==> config.mk <==
export PLATFORM = sky130hd
export DESIGN_NAME = i2c_reg_ctrl
export DESIGN_NICKNAME = d
export VERILOG_FILES = /design/src/rtl/i2c_pkg.sv /design/src/rtl/i2c_byte_seq.sv /design/src/rtl/i2c_reg_ctrl.sv
export SDC_FILE = /design/constraint.sdc
export NUM_CORES = 1
export LEC_CHECK = 0
export BUFFER_PORTS_ARGS = -buffer_cell sky130_fd_sc_hd__buf_2
export CORE_MARGIN = 8
export CORE_UTILIZATION = 46
export DETAILED_ROUTE_END_ITERATION = 7
export GPL_TIMING_DRIVEN = 0
export HOLD_SLACK_MARGIN = 0.05
export PLACE_DENSITY = 0.75
export SETUP_SLACK_MARGIN = 0.5
export SYNTH_ARGS = -nofsm -noshare
export SYNTH_HDL_FRONTEND = slang
export SYNTH_HIERARCHICAL = 1
export SYNTH_SLANG_ARGS = --single-unit
==> constraint.sdc <==
create_clock -name Clk -period 2.45 [get_ports Clk]
set_input_delay 0.49 -clock Clk [delete_from_list [all_inputs] [get_ports Clk]]
set_output_delay 0.49 -clock Clk [all_outputs]
set_load 0.02 [all_outputs]
==> src/rtl/i2c_pkg.sv <==
// i2c_pkg -- shared constants for the I2C register controller.
//   CMD_*  : one-hot byte-command flags to the bit engine; a byte command
//            is the OR of its flags.
//   ST_*   : controller FSM state encodings.
//   last_idx() : index of the final byte of a transaction.
package i2c_pkg;

    localparam logic [5:0] CMD_WR   = 6'b000001;
    localparam logic [5:0] CMD_STA  = 6'b000010;
    localparam logic [5:0] CMD_RD   = 6'b000100;
    localparam logic [5:0] CMD_STO  = 6'b001000;
    localparam logic [5:0] CMD_ACK  = 6'b010000;
    localparam logic [5:0] CMD_NACK = 6'b100000;

    localparam logic [1:0] ST_IDLE   = 2'd0;
    localparam logic [1:0] ST_ISSUE  = 2'd1;
    localparam logic [1:0] ST_WAIT   = 2'd2;
    localparam logic [1:0] ST_FINISH = 2'd3;

    localparam logic [2:0] IDX_MAX = 3'd4;

    // write/8-bit: 3 bytes, write/16-bit and read/8-bit: 4, read/16-bit: 5
    function automatic logic [2:0] last_idx(input logic is_rd, input logic addr_mode);
        return 3'd2 + {2'b00, is_rd} + {2'b00, addr_mode};
    endfunction

endpackage

==> src/rtl/i2c_byte_seq.sv <==
// i2c_byte_seq -- combinational byte-list lookup.
//   idx       : byte index within the transaction (0..4)
//   is_rd     : 1 = register read transaction
//   addr_mode : 1 = two address bytes, 0 = low address byte only
//   dev_id    : slave address in [7:1]
//   addr      : register address
//   wrdata    : write data
//   cmd, tx   : byte command and transmit byte for this index
module i2c_byte_seq
    import i2c_pkg::*;
(
    input  logic [2:0]  idx,
    input  logic        is_rd,
    input  logic        addr_mode,
    input  logic [7:0]  dev_id,
    input  logic [15:0] addr,
    input  logic [7:0]  wrdata,
    output logic [5:0]  cmd,
    output logic [7:0]  tx
);

    logic [2:0] step;

    // In 8-bit address mode the high-address slot is skipped, so every
    // index past the first is shifted up by one into the full list.
    always_comb begin
        step = idx + {2'b00, (~addr_mode && idx != 3'd0)};
    end

    always_comb begin
        cmd = 6'b0;
        tx  = 8'h00;
        case (step)
            3'd0: begin cmd = CMD_STA | CMD_WR; tx = dev_id & 8'hFE; end
            3'd1: begin cmd = CMD_WR;           tx = addr[15:8];     end
            3'd2: begin
                cmd = is_rd ? (CMD_WR | CMD_STO) : CMD_WR;
                tx  = addr[7:0];
            end
            3'd3: begin
                if (is_rd) begin
                    cmd = CMD_STA | CMD_WR;
                    tx  = (dev_id & 8'hFE) | 8'h01;
                end else begin
                    cmd = CMD_WR | CMD_STO;
                    tx  = wrdata;
                end
            end
            3'd4: begin cmd = CMD_RD | CMD_NACK | CMD_STO; tx = 8'h00; end
            default: begin cmd = 6'b0; tx = 8'h00; end
        endcase
    end

endmodule

==> src/rtl/i2c_reg_ctrl.sv <==
// i2c_reg_ctrl -- register read/write sequencer driving a byte-level I2C
// bit engine.
//   Clk, Rst              : clock, synchronous active-high reset
//   wrreg_req, rdreg_req  : one-cycle requests (write wins on a tie)
//   device_id, addr, addr_mode, wrdata : transaction parameters
//   rddata, RW_Done, ack, busy         : results / status
//   Cmd, Go, Tx_DATA      : byte command to the bit engine
//   Trans_Done, ack_o, Rx_DATA         : byte completion from the bit engine
module i2c_reg_ctrl
    import i2c_pkg::*;
(
    input  logic        Clk,
    input  logic        Rst,
    input  logic        wrreg_req,
    input  logic        rdreg_req,
    input  logic [7:0]  device_id,
    input  logic [15:0] addr,
    input  logic        addr_mode,
    input  logic [7:0]  wrdata,
    output logic [7:0]  rddata,
    output logic        RW_Done,
    output logic        ack,
    output logic        busy,
    output logic [5:0]  Cmd,
    output logic        Go,
    output logic [7:0]  Tx_DATA,
    input  logic        Trans_Done,
    input  logic        ack_o,
    input  logic [7:0]  Rx_DATA
);

    logic [1:0]  state;
    logic [2:0]  idx;
    logic        is_rd_q;
    logic        mode_q;
    logic [7:0]  id_q;
    logic [15:0] addr_q;
    logic [7:0]  wd_q;
    logic        ack_q;
    logic [7:0]  rddata_q;

    logic [5:0]  seq_cmd;
    logic [7:0]  seq_tx;
    logic        active;
    logic        last_byte;

    i2c_byte_seq u_seq (
        .idx       (idx),
        .is_rd     (is_rd_q),
        .addr_mode (mode_q),
        .dev_id    (id_q),
        .addr      (addr_q),
        .wrdata    (wd_q),
        .cmd       (seq_cmd),
        .tx        (seq_tx)
    );

    always_comb begin
        last_byte = (idx == last_idx(is_rd_q, mode_q)) || (idx == IDX_MAX);
    end

    always_ff @(posedge Clk) begin
        if (Rst) begin
            state    <= ST_IDLE;
            idx      <= 3'd0;
            is_rd_q  <= 1'b0;
            mode_q   <= 1'b0;
            id_q     <= 8'h00;
            addr_q   <= 16'h0000;
            wd_q     <= 8'h00;
            ack_q    <= 1'b0;
            rddata_q <= 8'h00;
        end else begin
            case (state)
                ST_IDLE: begin
                    if (wrreg_req || rdreg_req) begin
                        is_rd_q <= ~wrreg_req;
                        mode_q  <= addr_mode;
                        id_q    <= device_id;
                        addr_q  <= addr;
                        wd_q    <= wrdata;
                        idx     <= 3'd0;
                        ack_q   <= 1'b0;
                        state   <= ST_ISSUE;
                    end
                end
                ST_ISSUE: state <= ST_WAIT;
                ST_WAIT: begin
                    if (Trans_Done) begin
                        // only bytes we drove carry a meaningful ACK bit
                        if (|(seq_cmd & CMD_WR)) ack_q <= ack_q | ack_o;
                        if (|(seq_cmd & CMD_RD)) rddata_q <= Rx_DATA;
                        if (last_byte) begin
                            state <= ST_FINISH;
                        end else begin
                            idx   <= idx + 3'd1;
                            state <= ST_ISSUE;
                        end
                    end
                end
                ST_FINISH: begin
                    idx   <= 3'd0;
                    state <= ST_IDLE;
                end
                default: state <= ST_IDLE;
            endcase
        end
    end

    // Byte outputs are decoded from registered state, so they are stable
    // from Go until the matching Trans_Done advances idx.
    always_comb begin
        active  = (state == ST_ISSUE) || (state == ST_WAIT);
        busy    = active;
        Go      = (state == ST_ISSUE);
        RW_Done = (state == ST_FINISH);
        Cmd     = active ? seq_cmd : 6'b0;
        Tx_DATA = active ? seq_tx  : 8'h00;
        ack     = ack_q;
        rddata  = rddata_q;
    end

endmodule

==> results.txt <==
The run finished, with violations left. The checks that failed: setup timing. The via-per-instance ratio was 5.127. For the count of vias placed by the detailed router, the log shows 2266. 0 antenna diodes ended up in the layout. The number of buffers added on ports was 70; the width of the chip was 88.44 um. The total wire length came out at 6.542 mm. The final max-slew violation count was 0.

The first TritonRoute pass finished after 5 iterations. The TritonCTS buffer count is 5. The worst reg2reg path startpoint is idx[1]$_SDFFE_PP0P_. The run gives 10.42 mm as the first-pass GRT wire length. The class of the most critical setup path is flop to primary output.

TritonCTS built the clock tree. Start point of the worst min-delay path: wrdata[3]. The analysis attributes to net switching a power of 666.3 uW.

Data arrives at the worst endpoint at 2.38 ns. VDD sags by at most 343.5 uV. The tools report the clock tree skew after final layout as 0.007804 ns. The clock network power share was 24.8%; the number of warning messages in the yosys log was 6. For the half-perimeter wire length of the detailed placement result, the log shows 4.543 mm.

Time the worst path needs with I/O delays and setup: 2.875 ns. The slowest stage of the critical path belongs to the cell mux4_2. Of the total power, registers draw 44.0%. The number of cell rows was 26.

Number of placed I/O pins: 73. Along the worst path, the maximum fanout reaches 5. The synthesized netlist occupies a cell area of 2414 um^2.

Setup violations remaining at the end of the flow were counted as 12. After filler insertion, the fill cell instance count of the layout stands at 486. After detailed routing, the average wire length per cell comes to 14.80 um. Across the run, the number of max-cap violations was 0. Of the available clock period, the critical path in the final layout requires 117.3%. The tools report the number of global-route vias before repair as 2251. The initial utilization of the core area, before any placement, comes to 47.56%. The switching fraction of total power is 33.00%, and the level count of the clock H-tree is 2. The number of antenna violations at the first check in global routing was 0; the post-route core utilization was 65.48%.

The worst setup path is captured at a primary output. Setup repair after global routing could not meet its margin everywhere. The iteration-0 DRC count of the detailed router is 138, and the global-route total usage across every layer is 17.07%. The number of cells on the worst reg-to-reg path is 13. The worst hold-check path type was input port to flop. In this run the remaining antenna-violating nets after routing total 0. Counting both buffers and inverters, the worst setup path holds a total of 2. The area added between synthesis and finish was 37.69%. Reg2reg setup slack: 0.02 ns. The core region is 5075 um^2.

The logs give 1.96 ns for the data required time at the worst endpoint and 0.30 ns for the clock latency of the later-clocked register in the worst-skew pair. The clock passes through at most 2 buffers. Type of origin of the critical path: a flop. Critical path's top delay family: simple AND/OR/NAND/NOR gates. Cells with a size suffix above 1 make up 39.78% of the layout. Counting instances, the worst hold path has a depth of 3.

The weighted congestion at the end of routability-driven global placement is 0.8193. The worst hold path terminates at wd_q[3]$_SDFFE_PP0P_. For the net count after synthesis, the log shows 335. The clock root buffer master was clkbuf_8. In this run the tightest slew margin relative to its limit is 65.20%. For the post-route worst setup slack, the log shows -0.4247 ns.

Traced cell by cell, the critical path runs through nor3_2 > nor2_1 > ha_2 > ha_4 > buf_8 > mux4_2 > and2_4 > and2_4 > buf_6. The delay of the slowest critical-path stage is 0.50 ns, and the total grt overflow is 0. For this design the ratio of total power to cell area is 607.5 nW/um^2.

For the leakage power figure, the log shows 0.001516 uW. The worst flop-to-flop path endpoint is rddata[4]$_SDFFE_PP0P_. After clock tree synthesis, the clock-pin slew on the worst setup and hold paths is 0.09 ns. The number of hold violations in the final report came out at 0.

The internal cell power is 1353 uW, and the count of mapped cells out of synthesis is 278. The floorplan step defined a die boundary enclosing 7821 um^2. From bottom edge to top edge, the die measures 88.44 um. Counting every sink on the clock net gives 47.

At the pin with the least slew margin, the transition time is 0.5186 ns. For the final routed database, the setup TNS stands at -4.553 ns. Combinational logic is responsible for 31.2% of the overall power.

Most frequent cell on the critical path: and2_4. The number of design rule violations left after detail routing was 0. For the achievable frequency, the log shows 347.9 MHz. In the final design database the tool counted 428 nets.

Entering global routing, the biggest net connects 15 pins. The mean area per synthesized cell is 8.682 um^2.
[layout by cell type, fill, tap and decap left out, drive strengths merged]
master	instances
buf	95
dfxtp	47
nand2b	1
inv	9
a21o	1
o41a	1
a22o	1
mux2	8
and3	1
nand3b	2
xor2	3
a31o	1
a31oi	1
nor3b	1
nor2	11
conb	1
mux2i	9
ha	10
o311ai	1
nor4	1
nor3	2
o211ai	1
o221ai	1
o21a	1
or2	1
or4	2
clkbuf	16
nand3	2
a211oi	3
nand2	64
mux4	7
and2	22
a21oi	39
or3b	1
clkinv	1
nand4	1
o21ai	3
[flip-flops by register name, indices dropped and copies added (netlist names)]
signal and flops:
id_q 7, idx 3, rddata 8, is_rd_q 1, state 2, wd_q 8, mode_q 1, addr_q 16
ack 1
[power by group through the flow]
stage                     sequential [uW]  clock (uW)  combinational [uW]
after floorplan                       890           0                 417
after global placement                902           0                 557
after detailed placement              905           0                 569
after CTS                             887         507                 619
after global routing                  896         544                 686
final                                 887         501                 630
[per-layer routing]
| metal | track usage (%) | vias to the layer above | wire length [um] | share of wire [%] |
|---|---|---|---|---|
| li1 | - | 1129 | - | - |
| met4 | 6.452 | 0 | 78 | 1.2 |
| met5 | 0 | - | 0 | 0 |
| met3 | 4.457 | 8 | 478 | 7.3 |
| met1 | 20.13 | 1052 | 2775 | 42 |
| met2 | 28.85 | 77 | 3209 | 49 |
[timing repair]
item | CTS | global route
hold buffers | 0 | 0
endpoints found under the setup margin | 24 | 23
setup buffers | 13 | 2
gates resized for setup | 42 | 4
pin swaps | 4 | 4
gates cloned | 1 | 0
[metrics by stage]
step / hold WS, ns / worst slack, ns / cells / instance area [um^2] / total power, uW
CTS: 0.4112 / -0.4195 / 440 / 3297 / 2013
finish: 0.4141 / -0.4247 / 442 / 3323 / 2019
floorplan: 0.4331 / 0.01459 / 278 / 2496 / 1307
global route: 0.4063 / -0.5221 / 442 / 3323 / 2127
detailed placement: 0.4467 / -0.1898 / 418 / 2934 / 1474
global placement: 0.4413 / -0.1728 / 418 / 2934 / 1459
[worst min-delay path, cell delays in order]
cell     delay [ns]
buf_2          0.09
nand2_1        0.04
a21oi_1        0.05
[final cells by class]
cell class	count	area, um^2	share of cell area (%)
clock buffer	7	86.33	2.598
buffer	18	106.4	3.200
multi-input combinational	204	1454	43.75
tap	70	87.58	2.636
sequential	47	957.2	28.80
clock inverter	1	8.758	0.2636
inverter	9	38.79	1.167
timing repair buffer	86	584.3	17.58
[how the worst max path moves through the flow]
stage	start	endpoint	cells past startpoint
2_1_floorplan	idx[1]$_SDFFE_PP0P_	Tx_DATA[1]	8
3_3_place_gp	idx[1]$_SDFFE_PP0P_	Tx_DATA[6]	9
3_5_place_dp	idx[1]$_SDFFE_PP0P_	Tx_DATA[4]	9
4_1_cts	idx[2]$_SDFFE_PP0P_	Tx_DATA[4]	9
5_1_grt	idx[1]$_SDFFE_PP0P_	Tx_DATA[4]	9
6_report	idx[1]$_SDFFE_PP0P_	Tx_DATA[4]	9
Power figures use the tool's default switching activity.
